### config.mk
export PLATFORM = sky130hd
export DESIGN_NAME = serial_frame_tx
export DESIGN_NICKNAME = d
export VERILOG_FILES = /design/src/rtl/serial_frame_tx.sv
export SDC_FILE = /design/constraint.sdc
export NUM_CORES = 1
export LEC_CHECK = 0
export CAP_MARGIN = 15
export CELL_PAD_IN_SITES_DETAIL_PLACEMENT = 0
export CELL_PAD_IN_SITES_GLOBAL_PLACEMENT = 1
export CORE_MARGIN = 5
export CORE_UTILIZATION = 25
export DETAILED_ROUTE_END_ITERATION = 8
export GPL_ROUTABILITY_DRIVEN = 0
export PLACE_DENSITY = 0.5
export SKIP_CTS_REPAIR_TIMING = 1
export SLEW_MARGIN = 20
export SYNTH_ARGS = -nofsm -noshare
export SYNTH_HDL_FRONTEND = slang
export SYNTH_SLANG_ARGS = --single-unit
export TNS_END_PERCENT = 50
### constraint.sdc
create_clock -name SYNCED_CLK -period 2.25 [get_ports SYNCED_CLK]
set_clock_uncertainty 0.05 [all_clocks]
set_input_delay 0.45 -clock SYNCED_CLK [delete_from_list [all_inputs] [get_ports SYNCED_CLK]]
set_output_delay 0.45 -clock SYNCED_CLK [all_outputs]
set_load 0.02 [all_outputs]
### src/rtl/serial_frame_tx.sv
// serial_frame_tx: sends a byte as one 11-bit frame (start, 8 data LSB first, parity, stop) with a one-entry holding buffer.
// Build option: define PARITY_ODD_EN for odd parity; the default build sends even parity.
module serial_frame_tx #(
    parameter int unsigned IDLE_GAP = 0
) (
    input  logic       SYNCED_CLK,
    input  logic       RST,
    input  logic [7:0] TX_DATA,
    input  logic       TX_VALID,
    output logic       TX_READY,
    output logic       SDATA,
    output logic       BUSY,
    output logic       FRAME_DONE
);
    localparam int unsigned DATA_W    = 8;
    localparam int unsigned BIT_CNT_W = 4;
    localparam int unsigned GAP_CNT_W = 4;
    localparam int unsigned SEL_W     = 3;
    localparam logic [BIT_CNT_W-1:0] STOP_IDX   = BIT_CNT_W'(10);
    localparam logic [BIT_CNT_W-1:0] PARITY_IDX = BIT_CNT_W'(9);
    localparam logic [BIT_CNT_W-1:0] LAST_DATA  = BIT_CNT_W'(8);
    localparam logic [GAP_CNT_W-1:0] GAP_LOAD   = GAP_CNT_W'(IDLE_GAP);

    typedef enum logic [1:0] {
        IDLE  = 2'd0,
        SHIFT = 2'd1,
        GAP   = 2'd2
    } state_t;

    state_t                state_q, state_d;
    logic [BIT_CNT_W-1:0]  bit_cnt_q, bit_cnt_d;
    logic [GAP_CNT_W-1:0]  gap_cnt_q, gap_cnt_d;
    logic [DATA_W-1:0]     shreg_q, shreg_d;
    logic [DATA_W-1:0]     buf_q, buf_d;
    logic                  buf_full_q, buf_full_d;
    logic                  sdata_d;
    logic                  frame_done_d;
    logic                  busy_d;
    logic                  accept;

    function automatic logic parity_of(input logic [DATA_W-1:0] b);
`ifdef PARITY_ODD_EN
        parity_of = ~(^b);
`else
        parity_of = ^b;
`endif
    endfunction

    // Line level for bit position idx of a frame carrying byte b.
    function automatic logic frame_bit(input logic [DATA_W-1:0] b, input logic [BIT_CNT_W-1:0] idx);
        logic [SEL_W-1:0] sel;
        sel = SEL_W'(idx - BIT_CNT_W'(1));
        if (idx == '0)
            frame_bit = 1'b0;
        else if (idx <= LAST_DATA)
            frame_bit = b[sel];
        else if (idx == PARITY_IDX)
            frame_bit = parity_of(b);
        else
            frame_bit = 1'b1;
    endfunction

    // TX_READY is the registered image of an empty buffer, so accept never collides with a drain.
    assign accept = TX_VALID & TX_READY;

    // Next-state, datapath and registered-output values.
    always_comb begin
        state_d      = state_q;
        bit_cnt_d    = bit_cnt_q;
        gap_cnt_d    = gap_cnt_q;
        shreg_d      = shreg_q;
        buf_d        = buf_q;
        buf_full_d   = buf_full_q;
        sdata_d      = 1'b1;

        unique case (state_q)
            IDLE: begin
                if (buf_full_q) begin
                    state_d    = SHIFT;
                    bit_cnt_d  = '0;
                    shreg_d    = buf_q;
                    buf_full_d = 1'b0;
                    sdata_d    = 1'b0;
                end else if (accept) begin
                    state_d   = SHIFT;
                    bit_cnt_d = '0;
                    shreg_d   = TX_DATA;
                    sdata_d   = 1'b0;
                end
            end
            SHIFT: begin
                if (bit_cnt_q != STOP_IDX) begin
                    bit_cnt_d = bit_cnt_q + BIT_CNT_W'(1);
                    sdata_d   = frame_bit(shreg_q, bit_cnt_d);
                end else if (IDLE_GAP != 0) begin
                    state_d   = GAP;
                    gap_cnt_d = GAP_LOAD;
                end else if (buf_full_q) begin
                    bit_cnt_d  = '0;
                    shreg_d    = buf_q;
                    buf_full_d = 1'b0;
                    sdata_d    = 1'b0;
                end else begin
                    state_d = IDLE;
                end
            end
            GAP: begin
                if (gap_cnt_q > GAP_CNT_W'(1)) begin
                    gap_cnt_d = gap_cnt_q - GAP_CNT_W'(1);
                end else if (buf_full_q) begin
                    state_d    = SHIFT;
                    bit_cnt_d  = '0;
                    gap_cnt_d  = '0;
                    shreg_d    = buf_q;
                    buf_full_d = 1'b0;
                    sdata_d    = 1'b0;
                end else begin
                    state_d   = IDLE;
                    gap_cnt_d = '0;
                end
            end
            default: begin
                state_d = IDLE;
            end
        endcase

        // Accepts outside the IDLE bypass land in the holding buffer.
        if (accept && (state_q != IDLE)) begin
            buf_d      = TX_DATA;
            buf_full_d = 1'b1;
        end

        frame_done_d = (state_d == SHIFT) && (bit_cnt_d == STOP_IDX);
        busy_d       = (state_d != IDLE) || buf_full_d;
    end

    // State and output registers; reset is synchronous.
    always_ff @(posedge SYNCED_CLK) begin
        if (!RST) begin
            state_q    <= IDLE;
            bit_cnt_q  <= '0;
            gap_cnt_q  <= '0;
            shreg_q    <= '0;
            buf_q      <= '0;
            buf_full_q <= 1'b0;
            SDATA      <= 1'b1;
            BUSY       <= 1'b0;
            FRAME_DONE <= 1'b0;
            TX_READY   <= 1'b1;
        end else begin
            state_q    <= state_d;
            bit_cnt_q  <= bit_cnt_d;
            gap_cnt_q  <= gap_cnt_d;
            shreg_q    <= shreg_d;
            buf_q      <= buf_d;
            buf_full_q <= buf_full_d;
            SDATA      <= sdata_d;
            BUSY       <= busy_d;
            FRAME_DONE <= frame_done_d;
            TX_READY   <= !buf_full_d;
        end
    end

endmodule

==> metrics.cfg, run 1 <==
[finish]
area_delta_synth_final_pct = 23.6
layout_common_cells = 31 x dfxtp_1, 31 x nand2_1, 14 x clkdlybuf4s50_1
regArea_sq_um = 621
finalNetCount = 254
multi_input_area_sq_um = 1080
stdcell_area_sq_um = 2220
fill_cells = 784
drive_gt1_share_pct = 11.5
final_util_pct = 31.1
num_antenna_cells = 0

[hold_path]
hold_class = reg -> reg

[sta]
rsz0062_at_grt = false
worstMarginPinSlew_ps = 346
slew_headroom_pct = 76.7
hold_viol_final = 0
fmax_ghz = 0.493
fin_setup_tns_ps = 0
finalCritPeriodShare_pct = 90.2
drv_slew = 0
fin_crit_ps = 2030
finalSetupViolCount = 0
setup_slack_ps = 221

[logic_synthesis]
syn-mean-instance-area_sq_um = 8.60
synth-edff-count = 0
synth_top_area_share_pct = 34.5
seq_area_frac_synth_pct = 34.5
syn_inst = 209
ys.flop_type = dfxtp_1
yosysTopAreaCell = dfxtp_1
synthArstFlopShare_pct = 0
synth_area_sq_um = 1800
ys_top_cells_by_area = dfxtp_1 35%, ha_1 7.0%, nand2_1 6.5%
yosys_warnings = 0
syn_nets = 230
synthDistinctLibCells = 48
ys_ff_latch = 31

[setup_path]
crit_required_ps = 2380
r2r-start = state_q[0]
worstRegToRegCells = 6
reg2reg_setup_slack_ps = 220
cp_max_fo = 7
path_class = reg -> reg
startpoint_type = flip-flop
regToRegEndpoint = FRAME_DONE
critPathCapture = FRAME_DONE
worstSetupEndpointType = flip-flop
crit_path_start = state_q[0]
cp.arrival_ps = 2160

[detailed_routing]
vias_per_cell = 4.58
first_iter_violations = 41
vias = 1525
dr.pass1.iters = 4
routed_wl_um = 4440
antenna_left = 0
drc_errors = 0
wl_per_cell_um = 13.3

[die]
die_area_sq_um = 8980
ios = 15
start_util_pct = 25.2
die-width_um = 94.8
rows = 31
die_h_um = 94.8
core_area_sq_um = 7140

[cts]
cts_tree = done
cts.htree.levels = 2
cts-root-buf = clkbuf_8
ctsLongestPathBuffers = 2
clk_latency_ps = 290
cts_sinks = 31
clk_pin_slew_ps = 70
cts_buffers = 5

[placed_design]
dp_slack_ps = 18.5
placed_cell_area_sq_um = 2120
numPortBuffers = 14
place_hpwl_um = 3360

[global_routing]
grt_antenna_before_repair = 0
grt_overflow = 0
grt_pass1_vias = 1579
grt_usage_pct = 11.1
grt_start_max_net_pins = 17
grt_pass1_wl_um = 7690

[outcome]
status = finished, final reports clean

[pwr]
ir_drop_v = 0.000252
power_density_nw_per_um2 = 671
p_leak_nw = 0.900

[job]
drv_cap = 0

==> report_power, final <==
group,internal (mW),leakage [nW],switching (mW)
Sequential,0.594,0.253,0.0420
Combinational,0.187,0.595,0.176
Clock,0.279,0.0515,0.212
==> flip-flops by register name, indices dropped and copies added, names as in the netlist <==
register / count
state_q: 2
SDATA: 1
buf_q: 8
TX_READY: 1
gap_cnt_q: 4
buf_full_q: 1
BUSY: 1
bit_cnt_q: 4
shreg_q: 8
FRAME_DONE: 1
==> cell families (layout without fill, tap and decap cells) <==
kind of cell | count (synthesis) | after routing | synth area share [%]
and+or+nand+nor | 75 | 75 | 20.3
AOI/OAI and AO/OA | 57 | 57 | 24.2
DFF | 31 | 31 | 34.5
buffers and inverters | 22 | 47 | 5.29
adders and majority gates | 10 | 10 | 6.96
xor gates and xnor gates | 9 | 9 | 4.39
muxes | 5 | 5 | 4.25
==> cell type report <==
class	count	share of cell area (%)
Multi-Input combinational cell	156	48.7
Sequential cell	31	27.9
Timing Repair Buffer	27	11.3
Tap cell	99	5.58
Clock buffer	8	4.51
Inverter	12	2.03
==> metal layers <==
metal | vias up | track usage [%] | routed length, um
met5 | - | 0 | 0
met2 | 21 | 18.6 | 2100
met3 | 8 | 3.03 | 174
met1 | 706 | 13.4 | 2090
met4 | 0 | 4.69 | 80
li1 | 790 | - | -
==> worst min path at each step <==
stage	slack, ps	end	startpoint	cells after the start
global route	430	buf_q[5]	buf_q[5]	2
detailed placement	400	buf_q[2]	buf_q[2]	2
global placement	400	buf_q[1]	buf_q[1]	2
floorplan	390	buf_q[5]	buf_q[5]	2
finish	410	buf_q[2]	buf_q[2]	2
CTS	410	buf_q[2]	buf_q[2]	2
==> Yosys cell counts (2+ instances only) <==
cell and number:
nor2_1 7, a211o_1 2, o211a_1 8, nand2b_1 2, xnor2_1 8, a21boi_0 9, and2_1 5, clkbuf_1 6
a32oi_1 2, ha_1 10, mux4_2 2, nor2b_1 8, nor3_1 4, nand2_1 31, and3_1 3, a21oi_1 7
inv_1 11, nand3_1 10, dfxtp_1 31, mux2i_1 2, a31oi_1 3, o21ai_0 12
==> metrics by stage <==
stage                     hold slack, ps  instances  total power [mW]
after floorplan                      390        209             0.884
after global placement               401        325              1.02
after detailed placement             404        325              1.02
after CTS                            414        333              1.52
after global routing                 435        333              1.59
final                                411        333              1.49
==> critical path, cell delays in order, from the launching register on <==
cell      delay, ps
dfxtp_1         430
inv_1            90
ha_1            320
a221oi_2        320
o211ai_1        170
mux2_1          340
and4_1          190
(Power assumes the default switching activity.)
==> run 2, diff against run 1 <==
- SKIP_LAST_GASP: not set -> 1
==> results of run 2 <==
Final layout, timing and power as in run 1 (identical DEF).
==> run 3, diff against run 2 <==
- MAX_ROUTING_LAYER: not set -> met4
- RECOVER_POWER: not set -> 25
==> run 3 against run 2 <==
Highest routed layer unchanged. Clock power rose by 0.8%. Critical path depth is the same. Critical endpoint unchanged. Sequential power hardly changed. Routed wire length rose by 0.63%. Sequential share of layout area about the same.
==> metrics.cfg, run 3 (synthesis results as in run 1) <==
[placed_design]
placed_cell_area_sq_um = 2120  ; unchanged
numPortBuffers = 14  ; unchanged
place_hpwl_um = 3360  ; unchanged

[finish]
fill_cells = 783  ; -0.13%
final_util_pct = 31.1  ; -0.053 points
num_antenna_cells = 0  ; unchanged
layout_common_cells = 31 x dfxtp_1, 31 x nand2_1, 14 x clkdlybuf4s50_1
area_delta_synth_final_pct = 23.4
stdcell_area_sq_um = 2220  ; -0.17%
largest_registers = buf_q: 8 flops, shreg_q: 8 flops
finalNetCount = 254  ; unchanged
drive_gt1_share_pct = 10.7  ; -0.85 points

[die]
die-width_um = 94.8  ; unchanged
start_util_pct = 25.2  ; unchanged
ios = 15  ; unchanged
rows = 31  ; unchanged
die_area_sq_um = 8980  ; unchanged
core_area_sq_um = 7140  ; unchanged
die_h_um = 94.8  ; unchanged

[global_routing]
grt_start_max_net_pins = 17  ; unchanged
top_usage_layer = met2
grt_overflow = 0  ; unchanged
met2_usage_pct = 18.7  ; +0.059 points
grt_pass1_wl_um = 7690  ; unchanged
grt_pass1_vias = 1582  ; +0.19%
grt_use_met3_pct = 2.79  ; -0.24 points
grt_usage_pct = 11.5  ; +0.32 points
grt_use_met1_pct = 13.5  ; +0.096 points
grt_antenna_before_repair = 0  ; unchanged

[detailed_routing]
vias = 1531  ; +0.39%
dr.pass1.iters = 4  ; unchanged
first_iter_violations = 48  ; +17%
wl_per_cell_um = 13.4  ; +0.63%
drc_errors = 0  ; unchanged
routed_wl_um = 4460  ; +0.63%
vias_per_cell = 4.60  ; +0.39%
antenna_left = 0  ; unchanged

[sta]
finalCritPeriodShare_pct = 89.7  ; -0.47 points
worstMarginPinSlew_ps = 526  ; +180 ps
fin_setup_tns_ps = 0  ; unchanged
finalSetupViolCount = 0  ; unchanged
drv_slew = 0  ; unchanged
slew_headroom_pct = 64.9  ; -12 points
hold_viol_final = 0  ; unchanged
fmax_ghz = 0.495  ; +0.52%
fin_crit_ps = 2020  ; -10.6 ps
rsz0062_at_grt = false
hold_ws_ps = 411  ; -0.413 ps

[pwr]
p_total_mw = 1.50  ; +0.27%
ir_drop_v = 0.000252  ; about the same
power_density_nw_per_um2 = 674  ; +0.44%
p_leak_nw = 0.896  ; -0.41%

[cts]
cts_sinks = 31  ; unchanged
clk_latency_ps = 290  ; about the same
cts_tree = done
cts-root-buf = clkbuf_8
ctsLongestPathBuffers = 2  ; unchanged
cts_buffers = 5  ; unchanged
clk_pin_slew_ps = 70  ; about the same
cts.htree.levels = 2  ; unchanged

[hold_path]
hold_class = reg -> reg
hold_depth = 2  ; unchanged

[setup_path]
startpoint_type = flip-flop
path_class = reg -> reg
crit_required_ps = 2390  ; about the same
worstSetupEndpointType = flip-flop
cp.arrival_ps = 2160  ; about the same
cp_max_fo = 7  ; unchanged
worstRegToRegCells = 6  ; unchanged

[job]
drv_cap = 0  ; unchanged

[outcome]
status = finished, final reports clean

## run 3: changes by cell type in the layout (fill, tap and decap cells not counted)
cell	delta
buf_4	-1
clkbuf_1	+1
or2_0	+1
or2_2	-1
## run 3: worst paths after layout
path,start,to,slack (ps)
setup / recovery,state_q[0],FRAME_DONE,230
hold / removal,buf_q[1],buf_q[1],410
setup reg to reg,state_q[0],FRAME_DONE,230
hold reg to reg,buf_q[1],buf_q[1],410
## run 3: area by class of cell
cell class	instances	area (sq um)	area share [%]
Timing Repair Buffer	27	246	11.1
Sequential cell	31	621	28.0
Multi-Input combinational cell	156	1080	48.8
Inverter	12	45.0	2.03
Clock buffer	8	100	4.51
Tap cell	99	124	5.59
## run 3: per-layer routing
layer  share of wire (%)  vias to the layer above  wire (um)
met5                   0                        -          0
met4                 1.8                        0         82
met3                 3.5                       10        158
met2                  48                       19       2120
met1                  47                      713       2100
li1                    -                      789          -
## run 3: where the power goes
| group | internal, mW | total, mW | switching, mW |
|---|---|---|---|
| logic | 0.187 | 0.363 | 0.176 |
| registers | 0.594 | 0.636 | 0.0422 |
| clock network | 0.279 | 0.496 | 0.217 |
| total | 1.06 | 1.50 | 0.435 |
## run 3: critical path: stages (launching register included)
cell and delay (ps):
dfxtp_1 430, inv_1 90, ha_1 320, a221oi_2 320
o211ai_1 170, mux2_1 340, and4_1 190
## run 3: through the flow
stage / std cells / setup slack [ps]
final: 333 / 231
after global routing: 333 / 26.7
after CTS: 333 / 217
after detailed placement: 325 / 18.5
after global placement: 325 / 71.3
after floorplan: 209 / 372
